<file path="src/rtl/approx_cmp_pkg.sv">
// Shared types and helpers for the digit-serial approximate comparator.
// Imported by approx_serial_comparator.
package approx_cmp_pkg;

  typedef enum logic [1:0] {IDLE, SCAN, DONE} cmp_state_t;

  typedef enum logic [1:0] {RES_NONE, RES_EQ, RES_GT, RES_LT} cmp_res_t;

  // Bits needed to index n items; never returns 0, so a one-chunk build still gets a 1-bit counter.
  function automatic int clog2_safe(input int n);
    int r;
    r = 1;
    for (int i = 1; i < 31; i++) begin
      if ((1 << i) < n) r = i + 1;
    end
    return r;
  endfunction

endpackage

</file>
<file path="src/rtl/cmp_chunk_slice.sv">
// Combinational magnitude compare of one CHUNK-bit digit.
// A single instance is time-shared across all digits by the top-level mux.
module cmp_chunk_slice #(
  parameter int CHUNK = 4
) (
  input  logic [CHUNK-1:0] a_c,
  input  logic [CHUNK-1:0] b_c,
  output logic             c_gt,
  output logic             c_lt
);

  assign c_gt = (a_c > b_c);
  assign c_lt = (a_c < b_c);

endmodule

</file>
<file path="src/rtl/approx_serial_comparator.sv">
// Digit-serial, MSB-first approximate magnitude comparator on valid/ready streams.
// Build option: define APPROX_CMP_EARLY_TERM_EN to stop scanning at the first differing digit.
module approx_serial_comparator
  import approx_cmp_pkg::*;
#(
  parameter int WIDTH      = 16,
  parameter int CHUNK      = 4,
  parameter int APPROX_LSB = 4
) (
  input  logic             clk,
  input  logic             rst_n,
  input  logic             in_valid,
  output logic             in_ready,
  input  logic [WIDTH-1:0] a,
  input  logic [WIDTH-1:0] b,
  output logic             out_valid,
  input  logic             out_ready,
  output logic             eq,
  output logic             gt,
  output logic             lt
);

  localparam int SIG_W  = WIDTH - APPROX_LSB;
  localparam int NCHUNK = SIG_W / CHUNK;
  localparam int IDX_W  = clog2_safe(NCHUNK);
  localparam logic [IDX_W-1:0] LAST_IDX = IDX_W'(NCHUNK - 1);

`ifdef APPROX_CMP_EARLY_TERM_EN
  localparam bit EARLY_TERM = 1'b1;
`else
  localparam bit EARLY_TERM = 1'b0;
`endif

  if ((SIG_W < CHUNK) || ((SIG_W % CHUNK) != 0)) begin : g_bad_cfg
    $error("approx_serial_comparator: WIDTH-APPROX_LSB must be a non-zero multiple of CHUNK");
  end

  // The ignored low bits are dropped at capture time, never stored.
  if (APPROX_LSB > 0) begin : g_lsb_drop
    logic unused_lsb;
    assign unused_lsb = ^{a[APPROX_LSB-1:0], b[APPROX_LSB-1:0]};
  end

  cmp_state_t                         state;
  logic [NCHUNK-1:0][CHUNK-1:0]       a_q;
  logic [NCHUNK-1:0][CHUNK-1:0]       b_q;
  logic [IDX_W-1:0]                   idx;
  cmp_res_t                           res_q;
  cmp_res_t                           res_next;
  cmp_res_t                           res_final;
  logic [CHUNK-1:0]                   a_c;
  logic [CHUNK-1:0]                   b_c;
  logic                               c_gt;
  logic                               c_lt;
  logic                               scan_exit;

  // Digit idx counts from the MSB end, so the packed index runs downward.
  assign a_c = a_q[LAST_IDX - idx];
  assign b_c = b_q[LAST_IDX - idx];

  cmp_chunk_slice #(.CHUNK(CHUNK)) u_slice (
    .a_c  (a_c),
    .b_c  (b_c),
    .c_gt (c_gt),
    .c_lt (c_lt)
  );

  // NOTE: every always_comb output gets a default first so no path leaves it unassigned (no latch).
  always_comb begin
    res_next = res_q;
    if (res_q == RES_NONE) begin
      if (c_gt)      res_next = RES_GT;
      else if (c_lt) res_next = RES_LT;
    end
    res_final = (res_next == RES_NONE) ? RES_EQ : res_next;
    scan_exit = (idx == LAST_IDX) || (EARLY_TERM && (res_next != RES_NONE));
  end

  // NOTE: sequential state uses non-blocking assignments so every register samples pre-edge values.
  always_ff @(posedge clk or negedge rst_n) begin
    if (!rst_n) begin
      state     <= IDLE;
      in_ready  <= 1'b1;
      out_valid <= 1'b0;
      eq        <= 1'b0;
      gt        <= 1'b0;
      lt        <= 1'b0;
      idx       <= '0;
      res_q     <= RES_NONE;
      a_q       <= '0;
      b_q       <= '0;
    end else begin
      case (state)
        IDLE: begin
          if (in_valid) begin
            a_q      <= a[WIDTH-1:APPROX_LSB];
            b_q      <= b[WIDTH-1:APPROX_LSB];
            idx      <= '0;
            res_q    <= RES_NONE;
            in_ready <= 1'b0;
            state    <= SCAN;
          end
        end
        SCAN: begin
          res_q <= res_next;
          if (scan_exit) begin
            out_valid <= 1'b1;
            eq        <= (res_final == RES_EQ);
            gt        <= (res_final == RES_GT);
            lt        <= (res_final == RES_LT);
            state     <= DONE;
          end else begin
            idx <= idx + 1'b1;
          end
        end
        DONE: begin
          if (out_ready) begin
            out_valid <= 1'b0;
            eq        <= 1'b0;
            gt        <= 1'b0;
            lt        <= 1'b0;
            in_ready  <= 1'b1;
            state     <= IDLE;
          end
        end
        default: state <= IDLE;
      endcase
    end
  end

endmodule

</file>
<file path="config.mk">
export PLATFORM = sky130hd
export DESIGN_NAME = approx_serial_comparator
export DESIGN_NICKNAME = d
export VERILOG_FILES = /design/src/rtl/approx_cmp_pkg.sv /design/src/rtl/cmp_chunk_slice.sv /design/src/rtl/approx_serial_comparator.sv
export SDC_FILE = /design/constraint.sdc
export NUM_CORES = 1
export LEC_CHECK = 0
export CORE_AREA = 2 2 69 71
export CTS_CLUSTER_SIZE = 8
export DETAILED_ROUTE_END_ITERATION = 10
export DIE_AREA = 0 0 71 73
export GPL_TIMING_DRIVEN = 1
export PLACE_DENSITY = 0.67
export SYNTH_ARGS = -nofsm -noshare
export SYNTH_HDL_FRONTEND = slang
export SYNTH_HIERARCHICAL = 1
export SYNTH_SLANG_ARGS = --single-unit
</file>
<file path="constraint.sdc">
create_clock -name clk -period 3.19 [get_ports clk]
set_input_delay 0.638 -clock clk [delete_from_list [all_inputs] [get_ports clk]]
set_output_delay 0.638 -clock clk [all_outputs]
set_load 0.1 [all_outputs]
</file>
Word-level counts from Yosys, hierarchy flattened:

Cells that the tools add are included.
W data, S select, Z words.

* add/sub/neg operators: 2
* magnitude comparators: 3
* equal/unequal tests: 10
* muxes and demuxes: 28
* reduce and logical (&&, ||, !) cells: 12

Operators with widths (number)
* $mux W2: 9
* $bmux W4 S2: 2
* $reduce_and A3 Y1: 4
* $pmux W1 S2: 5
* $eq A2 B2 Y1 const B: 4
* $mux W4: 2
* $ne A2 B2 Y1 const B: 4
* $pmux W2 S2: 2
* $mux W1: 7
* $logic_not A2 Y1: 3
* $pmux W2 S3: 1
* $reduce_bool A2 Y1: 3
* $eq A2 B1 Y1 const B: 2
* $gt A4 B4 Y1: 1
* $lt A4 B4 Y1: 1
* $reduce_and A2 Y1: 2
* $lt A2 B3 Y1 const B: 1
* $add A2 B1 Y2 const B: 1
* $sub A2 B2 Y2 const A: 1

* register bits: 35
* bits of input ports: 36
* output and inout port bits: 5
* logic and storage cells: 69

Depth between registers and ports, before layout:

Gate-level depths: netlist of the first run.

* word-level depth: 12
* mapped depth: 16
* gate-level depth less buffers: 13

Hierarchy:

Netlist of the first run, hierarchy kept.

By module, submodules not included
* approx_serial_comparator: times used 1, cells each 140, area each 1729.2 sq um, sequential area each 877.1 sq um
* cmp_chunk_slice: times used 1, cells each 15, area each 113.9 sq um, sequential area each 0.0 sq um

Least setup slack after synthesis of the first run:

Ideal clock, no wire load.

* kind: flip-flop to flip-flop
* from: register idx[0]
* to: register lt
* library setup time: 0.086 ns
* arrival time: 2.688 ns
* data required time: 3.104 ns
* path slack: 0.416 ns
* stages on the path, launching flop included: 17
* buffers on the path: 3
* period minus slack after synthesis: 2.774 ns
* cells stage by stage: dfrtp_1 -> clkbuf_1 -> inv_1 -> ha_1 -> buf_2 -> nor2b_1 -> buf_2 -> nand2_1 -> o21ai_1 -> inv_1 -> ha_1 -> nor2b_4 -> o21bai_1 -> and2_1 -> nor4b_1 -> a211oi_1 -> nor3_1

* cells in the longest elaborated chain, start to end: 12
* elaborated cells between the ends (all ways): 18
* those cells by class: 1 x add/sub; 2 x order compare; 3 x eq/ne; 10 x mux; 2 x reduce/logical

RTL lines
* start: declaration: line approx_serial_comparator.sv:47 `logic [IDX_W-1:0] idx;`
* start signal: assignment: line approx_serial_comparator.sv:113 `idx <= idx + 1'b1;`
* $sub A2 B2 Y2 (*): line approx_serial_comparator.sv:59 `assign b_c = b_q[LAST_IDX - idx];`
* $bmux W4 S2 (*): line approx_serial_comparator.sv:59
* $mux W4 (implied by the code) (*): line approx_serial_comparator.sv:59
* net b_c[1]: line approx_serial_comparator.sv:52 `logic [CHUNK-1:0] b_c;`
* $lt A4 B4 Y1 (*): line cmp_chunk_slice.sv:13 `assign c_lt = (a_c < b_c);`
* net c_lt: line approx_serial_comparator.sv:54 `logic c_lt;`
* $mux W2 (*): line approx_serial_comparator.sv:73 `else if (c_lt) res_next = RES_LT;`
* $mux W2 (*): line approx_serial_comparator.sv:72 `if (c_gt) res_next = RES_GT;`
* $mux W2 (*): line approx_serial_comparator.sv:71 `if (res_q == RES_NONE) begin`
* $logic_not A2 Y1: line approx_serial_comparator.sv:75 `res_final = (res_next == RES_NONE) ? RES_EQ : res_next;`
* $mux W2 (*): line approx_serial_comparator.sv:75
* $eq A2 B2 Y1 (*): line approx_serial_comparator.sv:110 `lt <= (res_final == RES_LT);`
* $mux W1 (*): line approx_serial_comparator.sv:106 `if (scan_exit) begin`
* $pmux W1 S2 (*): line approx_serial_comparator.sv:93 `case (state)`
* end signal: assignment: line approx_serial_comparator.sv:110
* end: declaration: line approx_serial_comparator.sv:20 `output logic lt`

Mark *: on every way through the listed nets, which the timed path passes. The rest lies on a longest branch. The select of a mux whose other input is x is not followed.
A chain may end at the register's enable or synchronous reset.

Final worst setup path of the first run:

* from: register idx[1]
* to: register lt

Same word-level chain as after synthesis.

==> flow_metrics.env, run 1 <==
export IMPL_tightest_slew_ps=737.6
export IMPL_post_cts_setup_buffers=0
export IMPL_area_growth_pct=22.61
export IMPL_drive_above_1_share=0.2292
export IMPL_grt_pass1_wl_mm=5.609
export IMPL_rsz0062_at_grt="no"
export IMPL_routed_via_density=5.118
export IMPL_yosys_area_top_type="dfrtp_1"
export IMPL_antennaDiodeCount=0
export IMPL_finalHoldViolCount=0
export IMPL_maxCapViolCount=0
export IMPL_crit_fanout=6
export IMPL_min_period_over_period=0.8436
export IMPL_cts_tree="yes"
export IMPL_vias=1259
export IMPL_period_needed_ps=2691
export IMPL_max_freq_mhz=371.6
export IMPL_start_util=0.4063
export IMPL_ys_seq_area_frac=0.4759
export IMPL_totalWireLength_mm=3.395
export IMPL_synth_area_leaders="dfrtp_1, mux2_4, mux2i_1"
export IMPL_ios=41
export IMPL_yosysUniqueCellTypes=29
export IMPL_placed_area_um2=2178
export IMPL_gp_congestion=0.7641
export IMPL_ys_flop_type="dfrtp_1"
export IMPL_yosysTopAreaCellShare=0.4616
export IMPL_first_pass_iters=4
export IMPL_synthCells=155
export IMPL_clock_sinks=35
export IMPL_rows=25
export IMPL_path_class="flip-flop to flip-flop"
export IMPL_worstHoldPathType="flip-flop to flip-flop"
export IMPL_postLayoutSetupSlackWorst_ps=498.8
export IMPL_synth_warnings=6
export IMPL_fin_nets=232
export IMPL_clockRootBuffer="clkbuf_8"
export IMPL_synth_ff_latch_count=35
export IMPL_drt_iter0_drc=88
export IMPL_worst_ir_drop_vdd_mv=0.4159
export IMPL_hpwl_mm=2.507
export IMPL_grt_pass1_vias=1292
export IMPL_cts_resized=0
export IMPL_cp_arrival_ps=2900
export IMPL_chipHeight_um=73
export IMPL_cp_start_kind="flip-flop"
export IMPL_cts_inserted_buffers=5
export IMPL_hold_worst_slack_ps=512.3
export IMPL_core_um2=4536
export IMPL_utilization=0.4982
export IMPL_cellPowerDensity_nw_per_um2=1171
export IMPL_setup_tns_ps=0
export IMPL_overflow=0
export IMPL_setup_viol=0
export IMPL_cts_hold_buf=0
export IMPL_clkTransAtPathRegs_ps=70
export IMPL_clock_path_buffers=2
export IMPL_async_reset_ff_frac=1.000
export IMPL_synth_edff_count=0
export IMPL_ant_nets=0
export IMPL_grt_total_usage=0.1399
export IMPL_cp_end_kind="flip-flop"
export IMPL_portBuffers=32
export IMPL_relSlewSlack=0.5067
export IMPL_die_area_um2=5183
export IMPL_synth_nets=196
export IMPL_outcome="completed"
export IMPL_clk_latency_ps=290
export IMPL_h_tree_depth=2
export IMPL_antenna_found_initial=0
export IMPL_wl_per_cell_um=13.80
export IMPL_leakage_uw=0.001027
export IMPL_maxSlewViolCount=0
export IMPL_skew_ps=4.952
export IMPL_synth_area_um2=1843
export IMPL_drc=0
export IMPL_avgSynthCellArea_um2=11.89
export IMPL_place_ws_ps=496.6
export IMPL_die_w_um=71
export IMPL_worstPathRequired_ps=3400
export IMPL_final_area_um2=2260
export IMPL_grt_max_degree=25
## registers in the layout (all words and copies together) (netlist names)
signal     count
eq             1
out_valid      1
a_q           12
res_q          2
state          2
in_ready       1
idx            2
gt             1
b_q           12
lt             1
## cell families after synthesis
family / after synthesis / synth area share
multiplexers: 32 / 0.2308
adder cells (fa/ha/maj): 5 / 0.03394
buffers and inverters: 14 / 0.05227
flip-flops: 35 / 0.4759
AO/OA/AOI/OAI: 32 / 0.09640
AND/OR/NAND/NOR: 37 / 0.1107
## cell usage in the layout (no fill, tap or decap), drive strengths merged, types with 2 or more instances in the layout
master and count:
nand2b 3, ha 5, o21ai 16, clkbuf 7, mux2 24, buf 9
nor3 4, o21bai 3, clkdlybuf4s50 27, nand2 16, dfrtp 34, a2bb2oi 2
a21oi 10, nor2b 2, inv 7, mux2i 8, nor2 8
## area by class of cell
type / instances / area, um2
fill: 399 / 2276
clock buffer: 7 / 76.32
inverter: 7 / 26.28
sequential: 35 / 877.1
multi-input combinational: 106 / 869.6
tap: 54 / 67.56
clock inverter: 1 / 5.005
timing repair buffer: 36 / 337.8
## stage by stage
step	std cells	power [uW]
2_1_floorplan	155	2043
3_3_place_gp	238	2264
3_5_place_dp	238	2343
4_1_cts	246	2664
5_1_grt	246	2830
6_report	246	2645
## power by group
| part | switching (uW) | internal [uW] | total (uW) |
|---|---|---|---|
| logic | 765 | 749 | 1510 |
| registers | 162 | 662 | 824 |
| clock network | 153 | 153 | 306 |
## routing by layer
layer / track usage / up-vias / wire length [um]
met3: 0.04282 / 7 / 182
met1: 0.1572 / 605 / 1505
met4: 0.06918 / 0 / 60
met5: 0 / - / 0
met2: 0.2420 / 37 / 1645
li1: - / 610 / -
## path summary, 6_finish.rpt
kind,slack (ps),depth (start not counted),from,end
worst max-delay path,500,13,idx[1],lt
worst min-delay path,510,1,b_q[1],b_q[1]
worst max register to register,500,13,idx[1],lt
worst min register to register,510,1,b_q[1],b_q[1]
max in group asynchronous,1680,2,rst_n,a_q[8]
min in group asynchronous,780,1,rst_n,eq
## critical path: stages, from the launching register on
cell and delay [ps]:
dfrtp_1 400, ha_1 300, nor2b_1 230, buf_4 200, nand2_1 50, o21ai_1 70
inv_1 60, ha_1 280, nor2b_4 130, o21bai_1 140, and2_1 200, nor4b_1 280
a211oi_1 80, nor3_1 190
## synth_stat cells, types with 4 or more instances
master and count:
mux2_4 20, mux2i_1 8, inv_1 7, o21ai_0 11
o21ai_1 5, a21oi_1 10, dfrtp_1 34, nor3_1 4
mux2_2 4, nand2_1 16, ha_1 5, nor2_1 7
(Power assumes the default switching activity.)
==> run 2: changes to the inputs <==
- PLACE_DENSITY: 0.67 -> 0.7
- clock period: 3.19 -> 2.35 ns (I/O delays scaled with it)
==> flow_metrics.env, run 2 (same netlist as run 1, synthesis figures left out) <==
export IMPL_outcome="finished, violations left"
export IMPL_violations="negative setup slack"
export IMPL_ios=41
export IMPL_busiest_layer="met2"
export IMPL_finalHoldViolCount=0
export IMPL_path_class="flip-flop to flip-flop"
export IMPL_placed_area_um2=2268
export IMPL_grt_use_met1=0.1664
export IMPL_setup_tns_ps=-139.6
export IMPL_clock_path_buffers=2
export IMPL_clockRootBuffer="clkbuf_8"
export IMPL_cts_inserted_buffers=5
export IMPL_cp_end_kind="flip-flop"
export IMPL_cp_start_kind="flip-flop"
export IMPL_grt_max_degree=36
export IMPL_first_pass_iters=3
export IMPL_worst_ir_drop_vdd_mv=0.7555
export IMPL_start_util=0.4063
export IMPL_path_cells="ha_4 -> buf_12 -> mux2i_2 -> o21ai_1 -> ha_1 -> nand2_2 -> o21bai_4 -> a2bb2oi_2 -> nor2_1 -> nor2_1 -> a2bb2oi_1"
export IMPL_ant_nets=0
export IMPL_worstPathRequired_ps=2550
export IMPL_cp_endpoint="gt"
export IMPL_r2r_start="idx[1]"
export IMPL_final_common_cell="dfrtp_1"
export IMPL_portBuffers=32
export IMPL_routed_via_density=4.964
export IMPL_period_needed_ps=2394
export IMPL_die_area_um2=5183
export IMPL_drt_iter0_drc=71
export IMPL_cp_startpoint="idx[1]"
export IMPL_leakage_uw=0.001073
export IMPL_hpwl_mm=2.273
export IMPL_cts_tree="yes"
export IMPL_maxSlewViolCount=0
export IMPL_gp_congestion=0.7259
export IMPL_maxCapViolCount=0
export IMPL_use_met2=0.2305
export IMPL_antenna_found_initial=0
export IMPL_die_w_um=71
export IMPL_setup_viol=4
export IMPL_post_cts_setup_buffers=0
export IMPL_grt_total_usage=0.1386
export IMPL_chipHeight_um=73
export IMPL_reg2reg_to="gt"
export IMPL_cpMostUsedCell="nor2_1"
export IMPL_antennaDiodeCount=0
export IMPL_grt_pass1_wl_mm=5.547
export IMPL_postLayoutSetupSlackWorst_ps=-44.32
export IMPL_drive_above_1_share=0.3163
export IMPL_worstRegToRegCells=11
export IMPL_area_growth_pct=30.21
export IMPL_vias=1241
export IMPL_crit_fanout=6
export IMPL_clk_latency_ps=290
export IMPL_cp_arrival_ps=2600
export IMPL_drc=0
export IMPL_fin_nets=237
export IMPL_critPathSlowestCell="dfrtp_1"
export IMPL_rrSetupSlack_ps=-40
export IMPL_worstHoldPathType="flip-flop to flip-flop"
export IMPL_clock_sinks=35
export IMPL_wl_per_cell_um=12.71
export IMPL_cellPowerDensity_nw_per_um2=1734
export IMPL_max_freq_mhz=417.7
export IMPL_overflow=0
export IMPL_grt_pass1_vias=1307
export IMPL_met3_usage=0.03729
export IMPL_reg_top3="a_q (12), b_q (12)"
export IMPL_clkTransAtPathRegs_ps=70
export IMPL_cpPeakStageDelay_ps=430
export IMPL_final_area_um2=2400
export IMPL_h_tree_depth=2
export IMPL_totalWireLength_mm=3.177
export IMPL_core_um2=4536
export IMPL_final_cell_mix="dfrtp_1, clkdlybuf4s50_1, mux2_4"
export IMPL_rsz0062_at_grt="yes"
export IMPL_min_period_over_period=1.019
export IMPL_skew_ps=3.382
export IMPL_relSlewSlack=0.6629
export IMPL_rows=25
export IMPL_tightest_slew_ps=505.7
## run 2: power breakdown
group          leakage, uW  switching (uW)  internal, uW
registers         0.000414             246           899
clock network    0.0000470             204           230
logic             0.000612            1150          1430
## run 2: worst max-delay path, delay by kind of cell (launching register included)
family | cells | cell delay, ps
AO/OA/AOI/OAI | 4 | 670
AND/OR/NAND/NOR | 3 | 230
buffers and inverters | 1 | 130
flip-flops | 1 | 430
adder cells (fa/ha/maj) | 2 | 640
multiplexers | 1 | 200
## run 2: how the worst min path moves through the flow
stage,startpoint,to,slack (ps),cells past startpoint
after floorplan,rst_n,a_q[0],170,0
after global placement,b_q[9],b_q[9],490,1
after detailed placement,b_q[0],b_q[0],490,1
after CTS,a_q[1],a_q[1],510,1
after global routing,b_q[0],b_q[0],520,1
final,b_q[9],b_q[9],510,1
## run 2: final cells by class
class	count	area, um2
Clock buffer	6	82.58
Clock inverter	1	5.005
Fill cell	403	2136
Inverter	7	28.78
Multi-Input combinational cell	106	938.4
Sequential cell	35	877.1
Tap cell	54	67.56
Timing Repair Buffer	41	400.4
## run 2: through the flow
stage          hold WS, ps  worst slack [ps]  total power [uW]  instances    util
4_1_cts              513.2            -38.21              4141        250  0.5261
3_3_place_gp         493.3            -58.52              3440        243  0.5001
5_1_grt              524.2            -206.9              4496        250  0.5291
2_1_floorplan        174.4            -170.1              2953        155       -
3_5_place_dp         492.0            -110.3              3486        243  0.5001
6_report             509.6            -44.32              4162        250  0.5291
## run 2: per-layer routing
metal  routed length, um  vias up  share of wire
li1                    -      617              -
met1                1484      590           0.47
met2                1484       26           0.47
met3                 138        8          0.043
met4                  70        0          0.022
met5                   0        -              0
## run 2: repair_timing
action / in CTS / in global routing
pin swaps: 5 / 7
hold buffers: 0 / 0
endpoints found under the setup margin: 3 / 5
gates resized for setup: 6 / 5
gates cloned: 0 / 0
==> run 3: changes to the inputs <==
- RECOVER_POWER: default -> 25
==> flow_metrics.env, run 3 (same netlist as run 1, synthesis figures left out) <==
export IMPL_outcome="finished, violations left"
export IMPL_violations="negative setup slack"
export IMPL_first_pass_iters=3
export IMPL_overflow=0
export IMPL_portBuffers=32
export IMPL_setup_viol=4
export IMPL_skew_ps=3.382
export IMPL_clk_latency_ps=290
export IMPL_r2r_start="idx[1]"
export IMPL_gp_congestion=0.7259
export IMPL_final_cell_mix="dfrtp_1, clkdlybuf4s50_1, mux2_4"
export IMPL_grt_total_usage=0.1386
export IMPL_hpwl_mm=2.273
export IMPL_relSlewSlack=0.4273
export IMPL_max_freq_mhz=417.7
export IMPL_cp_start_kind="flip-flop"
export IMPL_start_util=0.4063
export IMPL_clock_sinks=35
export IMPL_core_um2=4536
export IMPL_crit_fanout=6
export IMPL_chipHeight_um=73
export IMPL_cts_hold_buf=0
export IMPL_postLayoutSetupSlackWorst_ps=-44.32
export IMPL_routed_via_density=4.964
export IMPL_cts_inserted_buffers=5
export IMPL_clock_path_buffers=2
export IMPL_die_w_um=71
export IMPL_clkTransAtPathRegs_ps=70
export IMPL_ant_nets=0
export IMPL_grt_pass1_wl_mm=5.547
export IMPL_power_uw=4161
export IMPL_h_tree_depth=2
export IMPL_hold_worst_slack_ps=509.6
export IMPL_finalHoldViolCount=0
export IMPL_vias=1241
export IMPL_worst_ir_drop_vdd_mv=0.7555
export IMPL_cts_tree="yes"
export IMPL_antennaDiodeCount=0
export IMPL_path_class="flip-flop to flip-flop"
export IMPL_drive_above_1_share=0.3163
export IMPL_grt_max_degree=36
export IMPL_cp_arrival_ps=2600
export IMPL_rows=25
export IMPL_cp_startpoint="idx[1]"
export IMPL_leakage_uw=0.001073
export IMPL_final_area_um2=2397
export IMPL_hp_start="b_q[9]"
export IMPL_period_needed_ps=2394
export IMPL_totalWireLength_mm=3.174
export IMPL_final_common_cell="dfrtp_1"
export IMPL_maxCapViolCount=0
export IMPL_clockRootBuffer="clkbuf_8"
export IMPL_drc=0
export IMPL_antenna_found_initial=0
export IMPL_post_cts_setup_buffers=0
export IMPL_grt_pass1_vias=1307
export IMPL_rrSetupSlack_ps=-40
export IMPL_worstPathRequired_ps=2550
export IMPL_drt_iter0_drc=71
export IMPL_tightest_slew_ps=859.0
export IMPL_ios=41
export IMPL_cp_end_kind="flip-flop"
export IMPL_fin_nets=237
export IMPL_cellPowerDensity_nw_per_um2=1736
export IMPL_area_growth_pct=30.07
export IMPL_placed_area_um2=2268
export IMPL_worstHoldPathType="flip-flop to flip-flop"
export IMPL_die_area_um2=5183
export IMPL_maxSlewViolCount=0
export IMPL_wl_per_cell_um=12.70
export IMPL_rsz0062_at_grt="yes"
export IMPL_reg_top3="a_q (12), b_q (12)"
export IMPL_min_period_over_period=1.019
run 3: changes by cell type in the layout (fill, tap and decap cells not counted):
cell | before | now
buf_4 | 12 | 11
dlygate4sd3_1 | 0 | 1
clkdlybuf4s50_1 | 27 | 26
clkbuf_2 | 0 | 1
run 3: timing repair:
item / CTS / global route
cloned: 0 / 0
pin swaps: 5 / 7
resized for setup: 6 / 5
setup endpoints to repair: 3 / 5
endpoints found under the hold margin: 0 / 0
run 3: final cells by class:
class	instances	area [um2]
multi-input combinational	106	938.4
clock inverter	1	5.005
inverter	7	28.78
clock buffer	6	82.58
sequential	35	877.1
tap	54	67.56
fill	404	2138
timing repair buffer	41	397.9
run 3: power breakdown:
part | internal (uW) | total [uW] | switching (uW)
Combinational | 1430 | 2580 | 1150
Sequential | 899 | 1140 | 246
Clock | 230 | 433 | 204
run 3: critical path: stages, from the launching register on:
cell and delay (ps):
dfrtp_1 430, ha_4 310, buf_12 130, mux2i_2 200, o21ai_1 90, ha_1 330, nand2_2 60, o21bai_4 170
a2bb2oi_2 240, nor2_1 80, nor2_1 90, a2bb2oi_1 170
run 3: path summary, 6_finish.rpt:
kind | end | depth (start not counted)
worst max-delay path | gt | 11
worst min-delay path | b_q[9] | 1
worst max register to register | gt | 11
worst min register to register | b_q[9] | 1
max in group asynchronous | b_q[7] | 2
min in group asynchronous | state[0] | 2
run 3: metal layers:
metal  wire (um)  GRT usage
met1        1483     0.1664
met3         137    0.03729
met2        1483     0.2305
met4          70    0.06918
met5           0          0
run 3: per-stage QoR:
step	TNS [ps]	cells	worst slack [ps]	util
4_1_cts	-90.65	250	-38.21	0.5261
3_3_place_gp	-85.49	243	-58.52	0.5001
2_1_floorplan	-352.6	155	-170.1	-
5_1_grt	-880.4	250	-206.9	0.5286
3_5_place_dp	-191.0	243	-110.3	0.5001
6_report	-139.6	250	-44.32	0.5286
